## config.mk

```make
export PLATFORM = sky130hd
export DESIGN_NAME = lc3_mem_port
export DESIGN_NICKNAME = d
export VERILOG_FILES = /design/src/rtl/lc3_mem_pkg.sv /design/src/rtl/lc3_mem_port_arb.sv /design/src/rtl/lc3_mem_port.sv
export SDC_FILE = /design/constraint.sdc
export NUM_CORES = 1
export LEC_CHECK = 0
export ABC_AREA = 0
export CAP_MARGIN = 40
export CELL_PAD_IN_SITES_DETAIL_PLACEMENT = 1
export CELL_PAD_IN_SITES_GLOBAL_PLACEMENT = 1
export CORE_MARGIN = 2
export CORE_UTILIZATION = 27
export CTS_CLUSTER_DIAMETER = 40
export CTS_CLUSTER_SIZE = 10
export DETAILED_ROUTE_END_ITERATION = 12
export PLACE_DENSITY_LB_ADDON = 0.1
export SLEW_MARGIN = 30
export SYNTH_ARGS = -nofsm -noshare
export SYNTH_HDL_FRONTEND = slang
export SYNTH_SLANG_ARGS = --single-unit
```

## constraint.sdc

```tcl
create_clock -name clock -period 2.29 [get_ports clock]
set_input_delay 0.687 -clock clock [delete_from_list [all_inputs] [get_ports clock]]
set_output_delay 0.687 -clock clock [all_outputs]
set_load 0.01 [all_outputs]
```

## src/rtl/lc3_mem_pkg.sv

```systemverilog
// Shared types and constants for the LC3 multi-channel memory port.
// Optional wait-state timeout is enabled with LC3_MEMPORT_TIMEOUT_EN.
package lc3_mem_pkg;

  typedef enum logic [1:0] {
    S_IDLE,
    S_BUSY,
    S_DONE
  } state_t;

  localparam logic MEM_RD = 1'b1;
  localparam logic MEM_WR = 1'b0;

  localparam int DEF_ADDR_W = 16;
  localparam int DEF_DATA_W = 16;

  // A single channel still needs a 1-bit index
  function automatic int idx_w(input int n);
    return (n > 1) ? $clog2(n) : 1;
  endfunction

endpackage

```

## src/rtl/lc3_mem_port_arb.sv

```systemverilog
// Combinational round-robin arbiter: search starts one past the
// previous winner and wraps modulo NCH.
module lc3_rr_arbiter
  import lc3_mem_pkg::*;
#(
  parameter int NCH = 2
) (
  input  logic [NCH-1:0]          req,
  input  logic [idx_w(NCH)-1:0]   last,
  output logic [NCH-1:0]          onehot,
  output logic [idx_w(NCH)-1:0]   idx
);

  localparam int IW = idx_w(NCH);

  logic          w_hit;
  logic [IW-1:0] w_c;

  always_comb begin
    onehot = '0;
    idx    = '0;
    w_hit  = 1'b0;
    w_c    = '0;
    for (int k = 1; k <= NCH; k++) begin
      w_c = IW'((int'(last) + k) % NCH);
      if (!w_hit && req[w_c]) begin
        w_hit       = 1'b1;
        idx         = w_c;
        onehot[w_c] = 1'b1;
      end
    end
  end

endmodule

```

## src/rtl/lc3_mem_port.sv

```systemverilog
// Round-robin multi-channel front end for the LC3 memory handshake.
// Define LC3_MEMPORT_TIMEOUT_EN to abort accesses after TIMEOUT BUSY cycles.
module lc3_mem_port
  import lc3_mem_pkg::*;
#(
  parameter int ADDR_W  = DEF_ADDR_W,
  parameter int DATA_W  = DEF_DATA_W,
  parameter int NCH     = 2,
  parameter int TIMEOUT = 15
) (
  input  logic                  clock,
  input  logic                  reset,
  input  logic [NCH-1:0]        req,
  input  logic [NCH-1:0]        req_we,
  input  logic [NCH*ADDR_W-1:0] req_addr,
  input  logic [NCH*DATA_W-1:0] req_wdata,
  output logic [NCH-1:0]        gnt,
  output logic [NCH-1:0]        done,
  output logic [NCH-1:0]        err,
  output logic [DATA_W-1:0]     rdata,
  output logic                  mem_en,
  output logic [ADDR_W-1:0]     addr,
  output logic [DATA_W-1:0]     din,
  input  logic [DATA_W-1:0]     dout,
  output logic                  rd,
  input  logic                  complete
);

  localparam int IW = idx_w(NCH);

  if (NCH < 1 || NCH > 8) begin : g_bad_nch
    $error("lc3_mem_port: NCH must be 1..8");
  end
  if (TIMEOUT < 1 || TIMEOUT > 255) begin : g_bad_to
    $error("lc3_mem_port: TIMEOUT must be 1..255");
  end

  state_t            r_state, w_state_nx;
  logic [IW-1:0]     r_last, w_last_nx;
  logic [IW-1:0]     r_win, w_win_nx;
  logic [NCH-1:0]    r_gnt, w_gnt_nx;
  logic [NCH-1:0]    r_done, w_done_nx;
  logic [DATA_W-1:0] r_rdata, w_rdata_nx;
  logic              r_mem_en, w_mem_en_nx;
  logic [ADDR_W-1:0] r_addr, w_addr_nx;
  logic [DATA_W-1:0] r_din, w_din_nx;
  logic              r_rd, w_rd_nx;

  logic [NCH-1:0]    w_onehot;
  logic [IW-1:0]     w_idx;

`ifdef LC3_MEMPORT_TIMEOUT_EN
  logic [NCH-1:0]    r_err, w_err_nx;
  logic [7:0]        r_cnt, w_cnt_nx;
`endif

  lc3_rr_arbiter #(
    .NCH (NCH)
  ) u_arb (
    .req    (req),
    .last   (r_last),
    .onehot (w_onehot),
    .idx    (w_idx)
  );

  always_comb begin
    w_state_nx  = r_state;
    w_last_nx   = r_last;
    w_win_nx    = r_win;
    w_gnt_nx    = '0;
    w_done_nx   = '0;
    w_rdata_nx  = r_rdata;
    w_mem_en_nx = 1'b0;
    w_addr_nx   = r_addr;
    w_din_nx    = r_din;
    w_rd_nx     = r_rd;
`ifdef LC3_MEMPORT_TIMEOUT_EN
    w_err_nx    = '0;
    w_cnt_nx    = r_cnt;
`endif
    unique case (r_state)
      S_IDLE: begin
        if (|req) begin
          w_state_nx  = S_BUSY;
          w_last_nx   = w_idx;
          w_win_nx    = w_idx;
          w_gnt_nx    = w_onehot;
          w_mem_en_nx = 1'b1;
          w_addr_nx   = req_addr[w_idx*ADDR_W +: ADDR_W];
          w_din_nx    = req_wdata[w_idx*DATA_W +: DATA_W];
          w_rd_nx     = req_we[w_idx] ? MEM_WR : MEM_RD;
`ifdef LC3_MEMPORT_TIMEOUT_EN
          w_cnt_nx    = '0;
`endif
        end
      end
      S_BUSY: begin
        w_mem_en_nx = 1'b1;
        if (complete) begin
          w_state_nx       = S_DONE;
          w_mem_en_nx      = 1'b0;
          w_done_nx[r_win] = 1'b1;
          if (r_rd == MEM_RD) w_rdata_nx = dout;
        end
`ifdef LC3_MEMPORT_TIMEOUT_EN
        // r_cnt holds the number of BUSY cycles already finished
        else if (r_cnt == 8'(TIMEOUT - 1)) begin
          w_state_nx       = S_DONE;
          w_mem_en_nx      = 1'b0;
          w_done_nx[r_win] = 1'b1;
          w_err_nx[r_win]  = 1'b1;
          w_rdata_nx       = '0;
        end else begin
          w_cnt_nx = r_cnt + 8'd1;
        end
`endif
      end
      S_DONE: begin
        w_state_nx = S_IDLE;
      end
      default: begin
        w_state_nx = S_IDLE;
      end
    endcase
  end

  always_ff @(posedge clock or posedge reset) begin
    if (reset) begin
      r_state  <= S_IDLE;
      r_last   <= IW'(NCH - 1);
      r_win    <= '0;
      r_gnt    <= '0;
      r_done   <= '0;
      r_rdata  <= '0;
      r_mem_en <= 1'b0;
      r_addr   <= '0;
      r_din    <= '0;
      r_rd     <= MEM_RD;
    end else begin
      r_state  <= w_state_nx;
      r_last   <= w_last_nx;
      r_win    <= w_win_nx;
      r_gnt    <= w_gnt_nx;
      r_done   <= w_done_nx;
      r_rdata  <= w_rdata_nx;
      r_mem_en <= w_mem_en_nx;
      r_addr   <= w_addr_nx;
      r_din    <= w_din_nx;
      r_rd     <= w_rd_nx;
    end
  end

`ifdef LC3_MEMPORT_TIMEOUT_EN
  always_ff @(posedge clock or posedge reset) begin
    if (reset) begin
      r_err <= '0;
      r_cnt <= '0;
    end else begin
      r_err <= w_err_nx;
      r_cnt <= w_cnt_nx;
    end
  end

  assign err = r_err;
`else
  assign err = '0;
`endif

  assign gnt    = r_gnt;
  assign done   = r_done;
  assign rdata  = r_rdata;
  assign mem_en = r_mem_en;
  assign addr   = r_addr;
  assign din    = r_din;
  assign rd     = r_rd;

endmodule
```

==> metrics, run 1 <==
total power draw=0.00538 W; skew final=0.0136 ns; DR iter-0 viols=20; Die Y-Extent=101 um; Die X=101 um; via total after detailed routing=2371; most common cell after layout, fill and taps aside=clkdlybuf4s50_1; CTS Sinks=58; WL final=7890 um; Cells after Synth=247; worst hold stages=1; first drt pass iteration count=4; Mapped Avg Cell Area=10.2 um^2; Max stage delay on crit path=0.57 ns; FF-to-FF setup slack=0.71 ns; Finished Cell Area=4310 um^2; CTS max path bufs=2; # rows=35; post-CTS sizing=0; Placed Area=4090 um^2; Max Freq=0.467 GHz; Top Ports=143; final setup fails=0; Critical Path Source Type=flip-flop; first-pass GRT wire length=12400 um; CTS buffer count=9; n_diodes=0; total of max-cap violations=0; global route overflow=0; largest net degree at the start of global routing=59; GPL Wtd Cong=0.706; Reg2Reg Depth=5; Post-CTS Repair Setup Buffers=0; CORE AREA=9150 um^2; worst-skew pair later-pin latency=0.34 ns; initial antenna violation count=0; Worst R2R Start=r_state[1]; area added between synthesis and finish=71.4%; Root Driver=clkbuf_8; H-Tree Depth=3; TritonCTS clock tree=done; r2r endpoint=addr[12]; Setup crit end kind=primary output; Starting Density=27.5%; crit path kind=reg -> out; Crit. Startpoint=rd; DRC Markers=0; Worst Path Buf+Inv=1; filler instances=1051; hold buffer count at cts=0; GR Util All Layers=16.0%; Hold Path End=done[0]; minimum clock period=2.14 ns; Final Hold Fails=0; Post-Syn Area=2520 um^2; Yosys reg bits=58; Required @ worst endpoint=1.60 ns; vias in the first global route=2466; setup TNS=0 ns; pwr dens=1250 nW/um^2; peak supply drop=0.408 mV; Port-buffer cells=140; Critical Path Fanout Max=3; post-synth cell types=27; CP arrival=1.45 ns; period utilization=93.5%; Reg clk slew, reported paths=0.07 ns; status=finished, final reports clean; hold path start=r_win; slowest library cell on the worst path=clkdlybuf4s50_1; CP cell instances=clkdlybuf4s50_1; hpwl dp=5690 um; Slew Limit Fails=0; DR vias/cell=4.69; Routed Antenna Nets=0; sequential fraction of the synthesis area=57.8%; WL/cell=15.6 um; Synth warnings=0; Min Hold Slack=0.466 ns; type of the worst min-delay path=reg -> reg; Final #Nets=477; unrepaired setup endpoints after global routing=no; die footprint=10100 um^2; delay-heaviest family, CP=buffers and inverters; leakage power=1.79 nW; layout cell share with drive strength beyond 1=13.4%; commonest non-fill, non-tap cells in the layout=clkdlybuf4s50_1, nand2_1, dfrtp_1
metal layers:
layer	GRT usage (%)	vias to the layer above	wire length, um
li1	-	1135	-
met1	18.8	1140	3350
met2	27.1	91	3820
met3	6.45	5	656
met4	4.43	0	65
met5	0	-	0
sequential cells by signal, indices dropped and copies added (netlist names):
name and flops:
din 16, addr 16, rd 1, rdata 16
gnt 2, done 2, r_state 2, mem_en 1
r_last 1, r_win 1
kinds of logic after synthesis:
kind of cell / after synthesis / synth area share (%)
AOI/OAI and AO/OA: 72 / 16.8
buffers and inverters: 23 / 5.12
DFF: 58 / 57.8
muxes: 18 / 8.15
other: 1 / 0.149
and+or+nand+nor: 75 / 12.0
through the flow:
step                      util [%]  worst slack, ns  cells
after global routing          47.1            0.100    506
after global placement        44.7            0.125    490
after floorplan                  -            0.178    248
after CTS                     47.1            0.125    506
after detailed placement      44.7           0.0765    490
final                         47.1            0.148    506
where the power goes:
group          total [W]  internal, W  switching (W)
clock network    0.00105     0.000610       0.000436
registers        0.00183      0.00154       0.000289
logic            0.00250      0.00143        0.00108
total            0.00538      0.00358        0.00180
how the worst max path moves through the flow:
stage                      to  depth (start not counted)  slack (ns)
finish                     rd                          1        0.15
global route               rd                          1        0.10
CTS                        rd                          1        0.12
detailed placement   rdata[4]                          4        0.08
global placement    rdata[15]                          4        0.13
floorplan             addr[0]                          1        0.18
cell type report:
cell class	count	area [um^2]	share of cell area, %
sequential	58	1450	33.7
multi-input combinational	167	952	22.1
tap	111	139	3.22
clock buffer	9	124	2.87
clock inverter	7	93.8	2.18
inverter	2	7.51	0.174
timing repair buffer	152	1540	35.8
synth_stat cells:
library cell / n / area, um^2
mux2_2: 16 / 180
and2_1: 2 / 12.5
a21boi_2: 1 / 11.3
nand2_1: 66 / 248
nor3_1: 1 / 5.00
nor2b_1: 1 / 6.26
nand2_2: 1 / 6.26
a31oi_2: 1 / 12.5
mux2_4: 1 / 15.0
a21bo_2: 1 / 10.0
conb_1: 1 / 3.75
dfrtp_1: 56 / 1400
a21oi_1: 34 / 170
nor2_1: 1 / 3.75
a31oi_1: 32 / 200
mux2i_1: 1 / 10.0
dfstp_2: 2 / 52.6
buf_6: 4 / 45.0
o21ai_0: 2 / 10.0
or2_1: 1 / 6.26
clkbuf_1: 11 / 41.3
inv_1: 2 / 7.51
and3b_1: 1 / 8.76
buf_2: 4 / 20.0
buf_4: 2 / 15.0
nand2b_1: 1 / 6.26
a21o_1: 1 / 7.51
No activity file was read; power rests on OpenSTA's default activity.
==> inputs of run 2 (changes only) <==
--- a/config.mk
+++ b/config.mk
@@ -15,6 +15,7 @@
 export CTS_CLUSTER_SIZE = 10
 export DETAILED_ROUTE_END_ITERATION = 12
 export PLACE_DENSITY_LB_ADDON = 0.1
+export SKIP_LAST_GASP = 1
 export SLEW_MARGIN = 30
 export SYNTH_ARGS = -nofsm -noshare
 export SYNTH_HDL_FRONTEND = slang
==> results of run 2 <==
No change in the layout: final DEF, timing and power equal those of run 1.
